## src/rtl/gp_data_reg_pkg.sv

```systemverilog
// Shared definitions for the gp_data_reg storage register.
// The parity helper is also used by the register testers' scoreboards.
// The op encoding names the per-cycle operation that benches apply to the register.
package gp_data_reg_pkg;

    localparam int DEF_DWIDTH = 8;
    localparam int MAX_DWIDTH = 64;

    typedef enum logic [1:0] {
        OP_IDLE = 2'd0,
        OP_LOAD = 2'd1,
        OP_CLR  = 2'd2
    } op_e;

    // Even-parity bit (XOR of all bits) of a value.
    // Narrower values are zero-extended by the caller; the zero bits do not change the result.
    function automatic logic even_par(input logic [MAX_DWIDTH-1:0] v);
        return ^v;
    endfunction

endpackage

```

## src/rtl/gp_data_reg_par.sv

```systemverilog
// Parity generator and checker for gp_data_reg.
// This module is instantiated only when GP_DATA_REG_PARITY_EN is defined.
// par is registered alongside q from the same next-state value, so the two always agree.
// par_err pulses for one cycle after a load whose d_par disagrees with the parity of d.
module gp_data_reg_par
    import gp_data_reg_pkg::*;
#(
    parameter int                DWIDTH  = DEF_DWIDTH,
    parameter logic [DWIDTH-1:0] RST_VAL = '0
) (
    input  logic              clk,
    input  logic              rst_n,
    input  logic              load,
    input  logic [DWIDTH-1:0] q_next,
    input  logic [DWIDTH-1:0] d,
    input  logic              d_par,
    output logic              par,
    output logic              par_err
);

    localparam logic RST_PAR = ^RST_VAL;

    logic [MAX_DWIDTH-1:0] q_ext;
    logic [MAX_DWIDTH-1:0] d_ext;
    logic                  par_d;
    logic                  par_q;
    logic                  par_err_d;
    logic                  par_err_q;

    // Zero-extend the operands to the helper's width, then derive the stored parity and the load check.
    always_comb begin
        q_ext              = '0;
        d_ext              = '0;
        q_ext[DWIDTH-1:0]  = q_next;
        d_ext[DWIDTH-1:0]  = d;
        par_d              = even_par(q_ext);
        par_err_d          = load & (d_par ^ even_par(d_ext));
    end

    // Register the parity and the error pulse on the same edge as q.
    always_ff @(posedge clk or negedge rst_n) begin
        if (!rst_n) begin
            par_q     <= RST_PAR;
            par_err_q <= 1'b0;
        end else begin
            par_q     <= par_d;
            par_err_q <= par_err_d;
        end
    end

    assign par     = par_q;
    assign par_err = par_err_q;

endmodule

```

## src/rtl/gp_data_reg.sv

```systemverilog
// gp_data_reg: a DWIDTH-bit storage register with load enable, synchronous clear
// and a one-cycle change pulse.
// Optional macro GP_DATA_REG_PARITY_EN adds the ports d_par, par and par_err.
// Clear takes priority over load.
// chg is high for the cycle after any edge where q took a different value.
module gp_data_reg
    import gp_data_reg_pkg::*;
#(
    parameter int                DWIDTH  = DEF_DWIDTH,
    parameter logic [DWIDTH-1:0] RST_VAL = '0
) (
    input  logic              clk,
    input  logic              rst_n,
    input  logic              en,
    input  logic              clr,
    input  logic [DWIDTH-1:0] d,
    output logic [DWIDTH-1:0] q,
    output logic              chg
`ifdef GP_DATA_REG_PARITY_EN
    ,
    input  logic              d_par,
    output logic              par,
    output logic              par_err
`endif
);

    logic [DWIDTH-1:0] q_d;
    logic [DWIDTH-1:0] q_q;
    logic              chg_d;
    logic              chg_q;

    // Next-state selection: clear beats load, otherwise hold.
    // When en is low, d is not selected, so an unknown d cannot reach q.
    always_comb begin
        q_d = q_q;
        if (clr) begin
            q_d = RST_VAL;
        end else if (en) begin
            q_d = d;
        end
        chg_d = (q_d != q_q);
    end

    // Storage and change flag; reset forces both immediately, regardless of clk.
    always_ff @(posedge clk or negedge rst_n) begin
        if (!rst_n) begin
            q_q   <= RST_VAL;
            chg_q <= 1'b0;
        end else begin
            q_q   <= q_d;
            chg_q <= chg_d;
        end
    end

    assign q   = q_q;
    assign chg = chg_q;

`ifdef GP_DATA_REG_PARITY_EN
    logic load;
    assign load = en & ~clr;

    gp_data_reg_par #(
        .DWIDTH  (DWIDTH),
        .RST_VAL (RST_VAL)
    ) u_par (
        .clk     (clk),
        .rst_n   (rst_n),
        .load    (load),
        .q_next  (q_d),
        .d       (d),
        .d_par   (d_par),
        .par     (par),
        .par_err (par_err)
    );
`endif

endmodule

```

## config.mk

```make
export PLATFORM = sky130hd
export DESIGN_NAME = gp_data_reg
export DESIGN_NICKNAME = d
export VERILOG_FILES = /design/src/rtl/gp_data_reg_pkg.sv /design/src/rtl/gp_data_reg_par.sv /design/src/rtl/gp_data_reg.sv
export SDC_FILE = /design/constraint.sdc
export NUM_CORES = 1
export LEC_CHECK = 0
export CAP_MARGIN = 20
export CORE_UTILIZATION = 36
export CTS_BUF_LIST = sky130_fd_sc_hd__clkbuf_16
export DETAILED_ROUTE_END_ITERATION = 10
export PLACE_DENSITY = 0.75
export RECOVER_POWER = 25
export SYNTH_ARGS = -nofsm -noshare
export SYNTH_HDL_FRONTEND = slang
export SYNTH_SLANG_ARGS = --single-unit
export TNS_END_PERCENT = 20
```

## constraint.sdc

```tcl
create_clock -name clk -period 1.3 [get_ports clk]
set_input_delay 0.325 -clock clk [delete_from_list [all_inputs] [get_ports clk]]
set_output_delay 0.325 -clock clk [all_outputs]
set_load 0.02 [all_outputs]
```

==> results.sh <==
export IMPL_async_reset_ff_frac=1.00
export IMPL_synth_main_ff_cell="dfrtp_1"
export IMPL_ys_seq_elements=9
export IMPL_dpl_hpwl_um=1040
export IMPL_drt_wirelength_per_cell_um=13.4
export IMPL_r2r_cells=4
export IMPL_setup_viol=1
export IMPL_grt_pass1_vias=528
export IMPL_cts_htree_levels=1
export IMPL_die_w_um=39.5
export IMPL_floorplan_initialDensity=0.389
export IMPL_place_inst=97
export IMPL_clkPwrFrac=0.513
export IMPL_synth_cell_type_count=18
export IMPL_global_route_usage_met2=0.389
export IMPL_syn_inst=52
export IMPL_synth_enable_flop_cells=0
export IMPL_rrSetupSlack_ns=-0.01
export IMPL_synthXorXnorAreaFrac=0
export IMPL_avgViaCountPerCell=5.04
export IMPL_swShare=0.239
export IMPL_endpoint_kind="register"
export IMPL_place_congestion=0.804
export IMPL_internal_power_w=0.000809
export IMPL_crit_type="input pin to register"
export IMPL_placed_cell_area_um2=806
export IMPL_cts_sinks=9
export IMPL_max_freq_mhz=741
export IMPL_grt_busiest_layer="met2"
export IMPL_finalCritPeriodShare=1.04
export IMPL_ir_worst_vdd_mv=0.805
export IMPL_die_h_um=39.5
export IMPL_power_density_nw_per_um2=1210
export IMPL_outcome="finished with violations"
export IMPL_track_usage=0.235
export IMPL_hold_path_class="input pin to async pin"
export IMPL_relSlewSlack=0.716
export IMPL_wl_um=1350
export IMPL_synth_mux_area_fraction=0.158
export IMPL_grt_max_degree=10
export IMPL_required_ns=1.40
export IMPL_netlist_area_leader_share=0.444
export IMPL_crit_fanout=3
export IMPL_syn_num_nets=64
export IMPL_grt_setup_unrepaired="true"
export IMPL_synth_area_per_cell_um2=9.74
export IMPL_synthToLayoutAreaGrowth_pct=73.1
export IMPL_ys_top_cells_by_count="inv_1 (10), dfrtp_1 (9), mux2i_1 (8), nor2_1 (8)"
export IMPL_cts_buffers_inserted=3
export IMPL_ctsHoldBuffers=0
export IMPL_cts_tree="yes"
export IMPL_synth_top_family_by_area="compound AO/OA/AOI/OAI gates"
export IMPL_hold_slack_ns=0.463
export IMPL_grtUsageMet1=0.271
export IMPL_skew_ns=0.00162
export IMPL_instances_no_fill=101
export IMPL_cap_violations=0
export IMPL_boundaryPins=21
export IMPL_yosys_warnings=0
export IMPL_report_final_slew_viol_count=0
export IMPL_grt_pass1_wl_um=2280
export IMPL_cp_arrival_ns=1.45
export IMPL_drt_pass1_iterations=4
export IMPL_synth_top_area_cell="dfrtp_1"
export IMPL_tightestPinTransition_ns=0.425
export IMPL_period_needed_ns=1.35
export IMPL_hold_viol=0
export IMPL_antenna_cells=0
export IMPL_p_switching_w=0.000254
export IMPL_finalWorstSetupSlack_ns=-0.0503
export IMPL_final_area_um2=877
export IMPL_clockRootBuffer="clkbuf_16"
export IMPL_antenna_found_initial=0
export IMPL_leakage_nw=0.452
export IMPL_drtIter0Drc=3
export IMPL_cp_start_kind="input pin"
export IMPL_yosysSeqAreaShare=0.444
export IMPL_io_buffers=20
export IMPL_clkTransAtPathRegs_ns=0.04
export IMPL_core_um2=1300
export IMPL_synth_compound_area_frac=0.175
export IMPL_vias=509
export IMPL_syn_area_um2=507
export IMPL_nets=99
export IMPL_fp_row_count=13
export IMPL_grtUsageMet3=0.0909
export IMPL_drive_above_1_share=0.198
export IMPL_synth_most_common_cell="inv_1"
export IMPL_ys_top_cells_by_area="dfrtp_1 (44%), mux2i_1 (16%), inv_1 (7.4%)"
export IMPL_grt_ovfl_total=0
export IMPL_violations="negative setup slack"
export IMPL_seqPwrFrac=0.292
export IMPL_antenna_left=0
export IMPL_synth_fa_ha_area_frac=0
export IMPL_comb_power_share=0.196
export IMPL_drc_errors=0
export IMPL_dieArea_um2=1560
export IMPL_synth_simple_gate_area_frac=0.128
export IMPL_clockBufferDepth=2
export IMPL_clkLatencyLatePin_ns=0.24
[final timing paths]
kind / startpoint / endpoint
worst max-delay path: d[4] / chg$_DFF_PN0_
worst min-delay path: rst_n / q[3]$_DFF_PN0_
worst max register to register: q[1]$_DFF_PN0_ / chg$_DFF_PN0_
worst min register to register: q[3]$_DFF_PN0_ / q[3]$_DFF_PN0_
max in group asynchronous: rst_n / chg$_DFF_PN0_
min in group clk: q[3]$_DFF_PN0_ / q[3]$_DFF_PN0_
[cell families after synthesis]
| kind of cell | after synthesis |
|---|---|
| DFF | 9 |
| buffers and inverters | 12 |
| and+or+nand+nor | 12 |
| AOI/OAI and AO/OA | 11 |
| muxes | 8 |
[power groups by stage]
| stage | Clock [W] | Combinational (W) | Sequential, W |
|---|---|---|---|
| finish | 0.000545 | 0.000208 | 0.000310 |
| global route | 0.000563 | 0.000228 | 0.000313 |
| CTS | 0.000553 | 0.000210 | 0.000310 |
| detailed placement | 0 | 0.000221 | 0.000315 |
| global placement | 0 | 0.000217 | 0.000314 |
| floorplan | 0 | 0.0000692 | 0.000341 |
[state kept, by name, indices dropped and copies added, names as in the netlist]
signal / cells
q: 8
chg: 1
[per-stage QoR]
step	TNS (ns)	worst slack [ns]	util	total power, W
4_1_cts	-0.0203	-0.0203	0.671	0.00107
3_3_place_gp	-1.14	-0.207	0.619	0.000531
5_1_grt	-0.102	-0.0871	0.674	0.00110
3_5_place_dp	-1.22	-0.282	0.619	0.000536
2_1_floorplan	0	0.0124	-	0.000410
6_report	-0.0503	-0.0503	0.674	0.00106
[cell type report]
| class | count | area (um^2) |
|---|---|---|
| clock buffers | 3 | 75.1 |
| inverters | 10 | 37.5 |
| flip-flops and latches | 9 | 225 |
| clock inverters | 1 | 3.75 |
| fillers | 117 | 424 |
| multi-input cells | 31 | 234 |
| well taps | 15 | 18.8 |
| repair buffers | 32 | 283 |
[critical path, stage by stage]
cell	delay [ns]
clkdlybuf4s50_1	0.50
nand2b_1	0.13
o221ai_1	0.12
o31ai_1	0.24
nand3b_1	0.13
[repair_timing]
action | in CTS | in global routing
resized for setup | 9 | 2
endpoints found under the setup margin | 10 | 6
pin swaps | 4 | 0
buffers inserted | 0 | 0
[placed cells by master (no fill, tap or decap)]
cell	count
buf_4	12
inv_1	11
dfrtp_1	9
clkdlybuf4s50_1	9
mux2i_1	8
nor2_1	8
dlygate4sd2_1	8
clkbuf_16	3
a22oi_1	2
o22ai_1	2
a222oi_1	1
a311oi_1	1
o21ai_0	1
nor4_2	1
a41oi_1	1
and4_1	1
a211oi_2	1
nand2b_1	1
o221ai_1	1
o31ai_1	1
nand3b_1	1
dlymetal6s2s_1	1
dlygate4sd3_1	1
clkdlybuf4s15_1	1
[layer usage]
metal / part of all wire / up-vias / routed length, um
met5: 0 / - / 0
met4: 0.0081 / 0 / 11
met3: 0.054 / 2 / 73
met2: 0.52 / 13 / 705
met1: 0.42 / 239 / 564
li1: - / 255 / -
(Power assumes the default switching activity.)
==> variant 1, RTL diff (same flow settings) <==
`DEF_DWIDTH`: 8 -> 10.
--- a/src/rtl/gp_data_reg_pkg.sv
+++ b/src/rtl/gp_data_reg_pkg.sv
@@ -3,7 +3,7 @@
 // The op encoding names the per-cycle operation that benches apply to the register.
 package gp_data_reg_pkg;
 
-    localparam int DEF_DWIDTH = 8;
+    localparam int DEF_DWIDTH = 10;
     localparam int MAX_DWIDTH = 64;
 
     typedef enum logic [1:0] {
Ports: changed (resized d and q); port bits go from 21 to 25. The function was not compared with the original's and may differ.
==> variant 1 against the original RTL <==
The run still ends with negative setup slack left; sequential cell count up 2; combinational power up 25%; largest cell class is now multi-input gates; die area up 20%; synthesized cell count up 27%; core utilization up 2.9 points; count of clock-buffer cells in the layout unchanged; highest routed layer unchanged; global-route usage up 0.25 points; routed wire length up 47%; non-clock buffer count up 7; critical path type is now reg -> reg; area after synthesis up 21%; worst setup slack worse by 0.12 ns; sequential power up 27%; power up 16%; design area up 24%.
==> variant 1: results (changes against the original RTL) <==
GRT
  – Initial antenna violation count: 0 (unchanged)
  – Vias in the first global route: 675 (+28%)
  – Total GRT Usage: 23.7% (+0.25 points)
  – Largest net degree at the start of global routing: 13 (+3)
  – First-pass GRT wire length: 3130 µm (+38%)

Clock network
  – Clk_lat worst skew: 0.24 ns (about the same)
  – Max H-tree Level: 1 (unchanged)
  – Total CTS buffers: 3 (unchanged)
  – CTS root buffer: clkbuf_16
  – Bufs on Longest Clock Path: 2 (unchanged)
  – CTS clk-pin slew, worst paths: 0.05 ns

Hold path
  – Hold path start: clr
  – Hold WC Path Type: in -> reg

Synthesis
  – Most used DFF post-synth: dfrtp_1
  – EDFF count, synth: 0 (unchanged)
  – Post-synth top cells: inv_1, dfrtp_1, mux2i_1, nor2_1, a22oi_1
  – Sequential-to-total area share from yosys stat: 44.9% (+0.45 points)
  – Yosys cell types: 18 (unchanged)
  – Yosys Warn Count: 0 (unchanged)
  – Syn nets: 80 (+25%)
  – Post-synth ARST share: 100% (unchanged)
  – Synth area leaders: dfrtp_1, mux2i_1, inv_1, nor2_1, a22oi_1

Timing
  – Setup-failing EPs final: 4 (+3)
  – Worst-Margin Slew: 0.618 ns (+0.192 ns)
  – Final setup margin: -0.169 ns (-0.119 ns)
  – Clock skew: 0.00286 ns (+0.00123 ns)
  – Setup_tns: -0.283 ns (-0.233 ns)

Placed design
  – Pre-CTS worst setup slack: -0.491 ns (-0.209 ns)
  – Placer Congestion: 0.782 (-2.7%)
  – Dpl cell area: 978 µm² (+21%)
  – DP Wirelength: 1260 µm (+21%)
  – # port buffers: 24 (+20%)

Setup path
  – Worst setup SP type: register
  – Worst endpoint data arrival time: 1.59 ns (+0.14 ns)
  – RR Startpoint: q[0]$_DFF_PN0_
  – Critical Path Fanout Max: 4 (+1)

Flow run
  – Max-cap violations: 0 (unchanged)

Cells and area
  – Layout cells sized above 1: 32.7% (+13 points)
  – N_diodes: 0 (unchanged)
  – Nets@finish: 122 (+23%)
  – Max FFs per register: 10 (+2)

Outcome
  – Failing checks: negative setup slack
  – Run status: complete, but fails checks

Routing
  – Routed vias/inst: 5.45 (+8.1%)
  – DRT Pass-1 Iters: 4 (unchanged)
  – Drt initial violations: 10 (+7)
  – Routed WL: 1990 µm (+47%)

Power
  – Max VDD drop: 615 µV (-24%)
  – Pleak: 0.553 nW (+22%)
[variant 1: worst max-delay path, stage by stage (launching register included)]
cell,delay (ns)
dfrtp_2,0.43
inv_1,0.13
o22ai_1,0.10
a2111o_1,0.39
a211o_1,0.30
[variant 1: area by class of cell]
| class | count | area [µm²] |
|---|---|---|
| repair buffers | 39 | 325 |
| flip-flops and latches | 11 | 284 |
| multi-input cells | 41 | 330 |
| inverters | 12 | 45.0 |
| clock inverters | 1 | 3.75 |
| fillers | 125 | 458 |
| clock buffers | 3 | 75.1 |
| well taps | 16 | 20.0 |
[variant 1: per-layer routing]
metal / global-route usage [%] / vias up / share of wire [%]
met4: 14.5 / 0 / 2.5
met1: 28.8 / 326 / 44
met2: 37.6 / 24 / 48
met3: 5.11 / 7 / 4.7
li1: - / 313 / -
met5: 0 / - / 0
[variant 1: per-stage QoR]
stage	hold slack, ns	instances
4_1_cts	0.390	122
2_1_floorplan	0.0294	66
6_report	0.488	123
3_5_place_dp	0.558	118
5_1_grt	0.507	123
3_3_place_gp	0.542	118
[variant 1: final timing paths]
kind                             endpoint  depth (start not counted)
max in group asynchronous  q[2]$_DFF_PN0_                          2
min                        q[4]$_DFF_PN0_                          3
min reg2reg                q[6]$_DFF_PN0_                          2
min in group asynchronous  q[9]$_DFF_PN0_                          2
max                         chg$_DFF_PN0_                          4
max reg2reg                 chg$_DFF_PN0_                          4
[variant 1: logic make-up after synthesis]
family | count (synthesis) | synth area share [%]
flops | 11 | 44.9
simple gates | 16 | 11.8
compound gates | 15 | 18.2
buf+inv | 14 | 8.77
mux | 10 | 16.3
[variant 1: timing repair]
item	4_1_cts	5_1_grt
resized for setup	18	16
endpoints found under the hold margin	0	0
setup endpoints to repair	12	8
cloned	0	0
buffers inserted	0	1
hold buffers	0	0
pin swaps	0	2
[variant 1: power by group]
| group | leakage [nW] | switching [W] | internal (W) | total [W] |
|---|---|---|---|---|
| registers | 0.133 | 0.0000267 | 0.000367 | 0.000394 |
| logic | 0.378 | 0.000125 | 0.000135 | 0.000260 |
| clock network | 0.0423 | 0.000170 | 0.000405 | 0.000575 |
==> variant 2, RTL diff (same settings) <==
Without the edit above. Reset style: synchronous (`rst_n`), changed in one clocked block.
--- a/src/rtl/gp_data_reg.sv
+++ b/src/rtl/gp_data_reg.sv
@@ -42,7 +42,7 @@
     end
 
     // Storage and change flag; reset forces both immediately, regardless of clk.
-    always_ff @(posedge clk or negedge rst_n) begin
+    always_ff @(posedge clk) begin
         if (!rst_n) begin
             q_q   <= RST_VAL;
             chg_q <= 1'b0;
Formal check against the unedited RTL: differs if rst_n is asserted again (counterexample within 4 cycles, from zero or initial values and one cycle with rst_n low); with rst_n held inactive, the same outputs for 10 cycles.
==> variant 2 against the original RTL <==
Worst setup slack improved by 0.086 ns; register-to-register slack improved by 0.06 ns; area after synthesis decreased by 9.1%; critical endpoint is now q[1]; sequential cell count unchanged; power decreased by 7.8%; design area decreased by 8.3%; critical path depth decreased by 4; routed wire length decreased by 7.5%.
==> variant 2: results (changes against the original RTL) <==
Outcome
  – Run status: finished, final reports clean

GRT
  – Met2 Resource Use GR: 37.1% (-1.9 points)
  – First-pass GRT wire length: 2080 µm (-8.8%)
  – Vias in the first global route: 475 (-10%)
  – Total GRT Usage: 21.9% (-1.6 points)
  – Largest net degree at the start of global routing: 9 (-1)
  – Grt met3 use: 3.57% (-5.5 points)
  – M1 GR Usage: 25.2% (-1.9 points)

Routing
  – Drt initial violations: 8 (+5)
  – Per-cell routed wire length: 12.9 µm (-3.6%)
  – Met2 wire length: 621 µm (-12%)
  – DRT met1 WL: 537 µm (-4.8%)
  – Met3 routed WL: 72 µm (-1.4%)
  – Routed vias/inst: 5.09 (+1.1%)

Synthesis
  – Yosys cell types: 17 (-1)
  – Synth area leaders: dfxtp_1, mux2i_1, inv_1, a22oi_1, nor2_1
  – Syn nets: 66 (+3.1%)
  – Post-synth top cells: dfxtp_1, inv_1, mux2i_1, nor2_1, a22oi_1
  – Sequential-to-total area share from yosys stat: 39.1% (-5.3 points)
  – Post-synth ARST share: 0% (-100 points)
  – Yosys Warn Count: 0 (unchanged)

Power
  – Max VDD drop: 810 µV (+0.64%)
  – Pleak: 0.401 nW (-11%)

Timing
  – Max_slew headroom: 80.7% (+9.2 points)
  – Clock skew: 0.00132 ns (-0.000303 ns)

Cells and area
  – Layout cells sized above 1: 16.9% (-2.9 points)
  – Nets@finish: 96 (-3.0%)
  – Fill cell count: 100 (-15%)

Setup path
  – Slowest stage delay, CP: 0.36 ns (-0.14 ns)
  – Top delay family on crit path: flip-flops
  – Worst endpoint data arrival time: 0.94 ns (-0.51 ns)

Placed design
  – Placer Congestion: 0.789 (-1.8%)
  – Pre-CTS worst setup slack: -0.212 ns (+0.0697 ns)
  – DP Wirelength: 882 µm (-15%)

Hold path
  – Hold WC Path Type: in -> reg
==> variant 2: final cells by class <==
type                       instances  share of cell area [%]
multi-input combinational         35                    30.9
tap                               14                    2.18
timing repair buffer              26                    30.0
inverter                           9                    4.20
clock buffer                       3                    9.33
clock inverter                     1                   0.467
sequential                         9                    22.9
==> variant 2: kinds of logic after synthesis <==
group,count (synthesis),share of synthesized area (%)
and+or+nand+nor,14,15.8
DFF,9,39.1
buffers and inverters,10,8.42
muxes,8,17.4
AOI/OAI and AO/OA,13,19.3
==> variant 2: final timing paths <==
check,endpoint,from,slack [ns],cells past startpoint
max,q[1],q[1]$_SDFF_PN0_,0.04,1
min,q[7]$_SDFF_PN0_,d[7],0.42,3
max reg2reg,chg$_SDFF_PN0_,q[3]$_SDFF_PN0_,0.05,5
min reg2reg,q[7]$_SDFF_PN0_,q[7]$_SDFF_PN0_,0.53,2
==> variant 2: repair_timing <==
item	4_1_cts	5_1_grt
endpoints found under the hold margin	0	0
resized for setup	10	7
setup endpoints to repair	10	1
hold buffers	0	0
cloned	0	0
pin swaps	0	4
==> variant 2: per-stage QoR <==
stage | power, W | instances | TNS (ns) | utilization (%) | instance area (µm²)
2_1_floorplan | 0.000368 | 54 | 0 | - | 460
3_3_place_gp | 0.000454 | 95 | -0.990 | 64.3 | 733
3_5_place_dp | 0.000455 | 95 | -1.11 | 64.3 | 733
4_1_cts | 0.000993 | 99 | 0 | 70.2 | 801
5_1_grt | 0.00102 | 97 | 0 | 70.5 | 805
6_report | 0.000980 | 97 | 0 | 70.5 | 805
==> variant 2: where the power goes <==
group | switching (W) | internal (W) | total (W)
Combinational | 0.0000688 | 0.0000775 | 0.000146
Clock | 0.000135 | 0.000402 | 0.000537
Sequential | 0.00000705 | 0.000290 | 0.000297
